===== src/rtl/dbg_defs.sv =====
// rtl/dbg_defs.sv - shared command bytes, state encoding and sizing constants for the pipeline debug unit
package dbg_defs;

   localparam logic [7:0] CMD_STEP  = 8'h53;
   localparam logic [7:0] CMD_RUN   = 8'h43;
   localparam logic [7:0] CMD_DUMP  = 8'h44;
   localparam logic [7:0] CMD_ABORT = 8'h50;

   localparam int BYTES_PER_WORD = 4;

   typedef enum logic [2:0] {
      ST_IDLE,
      ST_STEP,
      ST_RUN,
      ST_LATCH,
      ST_SEND
   } dbg_state_e;

endpackage


===== src/rtl/dbg_tx_serializer.sv =====
// rtl/dbg_tx_serializer.sv - shadow snapshot register and MSB-first valid/ready byte streamer
module dbg_tx_serializer
   import dbg_defs::*;
#(
   parameter int NUM_WORDS = 8
) (
   input  logic                          clk,
   input  logic                          rst_n,
   input  logic                          load_i,
   input  logic [32*(NUM_WORDS+1)-1:0]   data_i,
   input  logic                          tx_ready_i,
   output logic [7:0]                    tx_data_o,
   output logic                          tx_valid_o,
   output logic                          done_o
);

   localparam int NBYTES = BYTES_PER_WORD * (NUM_WORDS + 1);
   localparam int IW = $clog2(NBYTES);
   localparam logic [IW-1:0] LAST_IDX = IW'(NBYTES - 1);

   logic [7:0]    shadow_q [NBYTES];
   logic [IW-1:0] idx_q;
   logic          valid_q;
   logic          xfer;

   assign xfer       = valid_q && tx_ready_i;
   assign done_o     = xfer && (idx_q == LAST_IDX);
   assign tx_valid_o = valid_q;
   // Shadow is stored in send order, so the byte mux is a plain index.
   assign tx_data_o  = shadow_q[idx_q];

   // Capture the bus into send order: word by word, most significant byte first.
   always_ff @(posedge clk or negedge rst_n) begin
      if (!rst_n) begin
         for (int i = 0; i < NBYTES; i++) shadow_q[i] <= '0;
      end else if (load_i) begin
         for (int w = 0; w <= NUM_WORDS; w++) begin
            for (int b = 0; b < BYTES_PER_WORD; b++) begin
               shadow_q[w*BYTES_PER_WORD + b] <= data_i[w*32 + (BYTES_PER_WORD-1-b)*8 +: 8];
            end
         end
      end
   end

   // Handshake: hold byte while stalled, advance one byte per accepted transfer.
   always_ff @(posedge clk or negedge rst_n) begin
      if (!rst_n) begin
         valid_q <= 1'b0;
         idx_q   <= '0;
      end else if (load_i) begin
         valid_q <= 1'b1;
         idx_q   <= '0;
      end else if (xfer) begin
         if (idx_q == LAST_IDX) valid_q <= 1'b0;
         else                   idx_q   <= idx_q + IW'(1);
      end
   end

endmodule


===== src/rtl/pipeline_debug_unit.sv =====
// rtl/pipeline_debug_unit.sv - byte-command debug FSM with pipe_en gating and cycle counter; DBG_ABORT_EN adds 'P' abort in RUN
module pipeline_debug_unit
   import dbg_defs::*;
#(
   parameter int NUM_WORDS = 8
) (
   input  logic                      clk,
   input  logic                      reset,
   input  logic [7:0]                rx_data,
   input  logic                      rx_valid,
   output logic [7:0]                tx_data,
   output logic                      tx_valid,
   input  logic                      tx_ready,
   input  logic [32*NUM_WORDS-1:0]   snap_data,
   input  logic                      halted,
   output logic                      pipe_en,
   output logic [31:0]               cycle_count,
   output logic                      busy
);

   dbg_state_e  state_q;
   logic [31:0] count_q;
   logic [31:0] count_d;
   logic        abort_hit;
   logic        tx_done;

`ifdef DBG_ABORT_EN
   assign abort_hit = (state_q == ST_RUN) && rx_valid && (rx_data == CMD_ABORT);
`else
   assign abort_hit = 1'b0;
`endif

   // An abort byte suppresses the enable in the very cycle it arrives.
   assign pipe_en     = ((state_q == ST_STEP) || ((state_q == ST_RUN) && !abort_hit)) && !halted;
   assign count_d     = pipe_en ? count_q + 32'd1 : count_q;
   assign cycle_count = count_q;
   assign busy        = (state_q != ST_IDLE);

   // Count enabled pipeline cycles, wrapping naturally at 2^32.
   always_ff @(posedge clk or negedge reset) begin
      if (!reset) count_q <= '0;
      else        count_q <= count_d;
   end

   // Command FSM: decode in IDLE, run the pipeline, latch, then stream the dump.
   always_ff @(posedge clk or negedge reset) begin
      if (!reset) begin
         state_q <= ST_IDLE;
      end else begin
         case (state_q)
            ST_IDLE: begin
               if (rx_valid) begin
                  case (rx_data)
                     CMD_STEP: state_q <= ST_STEP;
                     CMD_RUN:  state_q <= ST_RUN;
                     CMD_DUMP: state_q <= ST_LATCH;
                     default:  state_q <= ST_IDLE;
                  endcase
               end
            end
            ST_STEP:  state_q <= ST_LATCH;
            ST_RUN:   if (halted || abort_hit) state_q <= ST_LATCH;
            ST_LATCH: state_q <= ST_SEND;
            ST_SEND:  if (tx_done) state_q <= ST_IDLE;
            default:  state_q <= ST_IDLE;
         endcase
      end
   end

   dbg_tx_serializer #(
      .NUM_WORDS (NUM_WORDS)
   ) u_tx (
      .clk        (clk),
      .rst_n      (reset),
      .load_i     (state_q == ST_LATCH),
      .data_i     ({snap_data, count_q}),
      .tx_ready_i (tx_ready),
      .tx_data_o  (tx_data),
      .tx_valid_o (tx_valid),
      .done_o     (tx_done)
   );

endmodule


===== config.mk =====
export PLATFORM = sky130hd
export DESIGN_NAME = pipeline_debug_unit
export DESIGN_NICKNAME = d
export VERILOG_FILES = /design/src/rtl/dbg_defs.sv /design/src/rtl/dbg_tx_serializer.sv /design/src/rtl/pipeline_debug_unit.sv
export SDC_FILE = /design/constraint.sdc
export NUM_CORES = 1
export LEC_CHECK = 0
export ABC_AREA = 1
export CORE_MARGIN = 8
export CORE_UTILIZATION = 30
export DETAILED_ROUTE_END_ITERATION = 16
export SLEW_MARGIN = 20
export SYNTH_ARGS = -nofsm -noshare
export SYNTH_HDL_FRONTEND = slang
export SYNTH_HIERARCHICAL = 1
export SYNTH_SLANG_ARGS = --single-unit

===== constraint.sdc =====
create_clock -name clk -period 2.3 [get_ports clk]
set_clock_uncertainty 0.1 [all_clocks]
set_input_delay 0.575 -clock clk [delete_from_list [all_inputs] [get_ports clk]]
set_output_delay 0.575 -clock clk [all_outputs]
set_load 0.03 [all_outputs]

==> results.py <==
metrics = {
    "global_routing": {
        "grt_first_pass_wirelength_um": 91000,
        "grt_max_degree": 91,
        "grt_antenna_before_repair": 2,
        "gr-total-overflow": 0,
        "grt_pass1_vias": 15300,
        "grt_use_total_pct": 18.5,
    },
    "clocking": {
        "cts.path.max_buffers": 3,
        "cts-root-buf": "clkbuf_16",
        "path_clk_slew_ns": 0.06,
        "cts_sinks": 330,
        "cts_buffers": 40,
        "clk_latency_ns": 0.55,
        "cts_tree": "yes",
        "h-tree-depth": 2,
    },
    "sta": {
        "finalSetupTns_ns": -6.35,
        "period_share_pct": 135,
        "max_freq_mhz": 322,
        "setup_slack_ns": -0.803,
        "min_period_ns": 3.10,
        "setup_viol": 11,
        "relSlewSlack_pct": 64.6,
        "maxSlewViolCount": 0,
        "finalHoldViolCount": 0,
        "tightestPinTransition_ns": 0.528,
        "rsz0062_at_grt": "yes",
    },
    "floorplanning": {
        "dieArea_mm2": 0.0620,
        "fp.coreArea_mm2": 0.0538,
        "row_count": 85,
        "die_w_um": 249,
        "die_y_um": 249,
        "pin_count": 312,
        "initial_utilization_pct": 30.3,
    },
    "layout": {
        "fin_util_pct": 42.1,
        "drive_gt1_share_pct": 11.9,
        "stdcell_count": 3228,
        "fillers": 5418,
        "final_common_cell": "nand2_1",
        "final_cell_mix": "nand2_1, dfrtp_1, clkdlybuf4s50_1, o21ai_0, inv_1",
        "finalInstanceArea_mm2": 0.0227,
        "syn_to_final_growth_pct": 39.1,
        "finalNetCount": 2773,
    },
    "setup_path": {
        "cp.arrival_ns": 2.43,
        "critical_path.startpoint_type": "flip-flop",
        "crit_type": "reg2out",
        "rr_worst_depth": 12,
        "critPathCaptureType": "output pin",
        "rr_endpoint": "state_q[1]",
        "cp.depth": 12,
        "cp-endpoint": "tx_data[2]",
        "crit_required_ns": 1.62,
        "crit_slowest_cell": "dfrtp_4",
        "path_buf_inv": 4,
        "path_delay_family": "simple AND/OR/NAND/NOR gates",
        "crit_fanout": 7,
        "crit_start": "u_tx/idx_q[0]",
        "timing.critical_path.slowest_cell_delay_ns": 0.56,
        "reg2reg_setup_slack_ns": -0.11,
        "rr_startpoint": "u_tx/idx_q[0]",
        "path_cells": "inv_8, buf_12, buf_12, nand2_4, nand3_2, nand2_2, a21oi_4, nor2_1, nand2_1, nand3_2, nand2_2, buf_6",
    },
    "placement": {
        "place_hpwl_um": 43400,
        "dp_cells": 3140,
        "io_buffer_count": 311,
        "gp_congestion": 0.854,
        "dpl_cell_area_mm2": 0.0207,
    },
    "worst_hold_path": {
        "hold_path_class": "reg2reg",
        "hp-start": "u_tx/shadow_q[7]",
    },
    "synthesis": {
        "yosysWarningCount": 6,
        "synth_top_area_share_pct": 50.7,
        "yosysTopAreaCell": "dfrtp_1",
        "synth-seq-cells": 330,
        "synth_nets": 2435,
        "yosysUniqueCellTypes": 35,
        "synth.area.top_cells": "dfrtp_1, nand2_1, o21ai_0",
        "netlist_instances": 2164,
        "postSynthAreaPerCell_um2": 7.53,
        "synth_area_mm2": 0.0163,
        "seq_area_frac_synth_pct": 50.7,
    },
    "power_and_ir_drop": {
        "vdd_drop_max_v": 0.000718,
        "powerDensity_mw_per_mm2": 1300,
        "p_leak_nw": 10.9,
        "fin_total_pwr_mw": 29.6,
    },
    "route": {
        "viasPerCell": 4.74,
        "drc": 0,
        "postRouteAntennaNets": 0,
        "vias": 15300,
        "routed_wl_um": 59400,
        "wl_per_cell_um": 18.4,
        "dr.first_iter.drc_count": 1267,
        "first_pass_iters": 5,
    },
    "job": {
        "drv_cap": 0,
    },
    "outcome": {
        "violations": "setup timing",
        "status": "complete, but fails checks",
    },
}
==> cell type report <==
type                    count  area (um^2)  area share [%]
flip-flops and latches    330         8270            36.5
multi-input cells        1488         6940            30.6
repair buffers            415         4430            19.5
clock buffers              63         1220            5.37
well taps                 696          871            3.84
inverters                 227          870            3.83
clock inverters             8         76.3           0.337
diodes                      1         2.50          0.0110
==> cells in the mapped netlist <==
cell type  number
a21boi_0        1
a21oi_1        63
buf_1           6
buf_12          1
buf_2          53
buf_4           6
buf_6          11
clkbuf_1       42
clkinv_1        2
dfrtp_1       330
ha_1            2
inv_1         218
inv_2           7
nand2_1       927
nand2_2         5
nand2_4         2
nand2_8         1
nand3_1       111
nand3_2         1
nand3b_1        2
nand4_1        10
nand4_4         1
nor2_1         61
nor2_2          6
nor2_4          7
nor2_8          2
nor3_1         10
nor3b_2         1
o211ai_1       32
o21ai_0       221
o21ai_1         1
o21bai_1        2
xnor2_1         9
xor2_1          9
xor2_2          1
==> power breakdown <==
part | switching (mW) | leakage (nW) | internal (mW)
logic | 8.63 | 6.12 | 5.44
clock network | 2.49 | 0.640 | 3.74
registers | 1.06 | 4.15 | 8.21
==> state kept, by name, indices dropped and copies added (netlist names) <==
name             count
u_tx/shadow_q      288
cycle_count         32
u_tx/idx_q           6
state_q              3
u_tx/tx_valid_o      1
==> tightest hold or removal path, stage by stage (launching register included) <==
cell	delay [ns]
dfrtp_1	0.34
nand2_1	0.05
nand2_1	0.05
==> how the worst min path moves through the flow <==
stage	to	slack (ns)	cells after the start
after global placement	u_tx/shadow_q[5]	0.35	2
after CTS	u_tx/shadow_q[6]	0.37	2
after detailed placement	u_tx/shadow_q[6]	0.35	2
after global routing	u_tx/shadow_q[266]	0.39	2
final	u_tx/shadow_q[7]	0.37	2
after floorplan	cycle_count[0]	0.18	0
==> stage by stage <==
| stage | hold WS, ns | setup WS, ns |
|---|---|---|
| 2_1_floorplan | 0.179 | 0.184 |
| 3_3_place_gp | 0.348 | -0.779 |
| 3_5_place_dp | 0.355 | -0.792 |
| 4_1_cts | 0.368 | -0.849 |
| 5_1_grt | 0.391 | -0.911 |
| 6_report | 0.370 | -0.803 |
==> repair_timing <==
action                                 in CTS  in global routing
resized for setup                         135                 38
gates cloned                                5                  2
setup buffers                               8                  0
pin swaps                                  36                 15
endpoints found under the hold margin      39                  0
setup endpoints to repair                  46                 13
hold buffers                                1                  0
==> logic make-up (layout without fill, tap and decap cells) <==
logic type,count (synthesis),in the layout,share of synthesized area (%)
AND/OR/NAND/NOR,1147,1147,28.6
AO/OA/AOI/OAI,320,320,10.4
flip-flops,330,330,50.7
XOR/XNOR,19,19,1.07
adder cells (fa/ha/maj),2,2,0.154
buffers and inverters,346,713,9.12
other,0,1,0
==> layer usage <==
layer  track usage [%]  wire [um]
met1              25.6      27400
met4              4.83       1230
met2              29.6      27300
met3              3.32       3350
met5                 0          0
No activity file was read; power rests on OpenSTA's default activity.
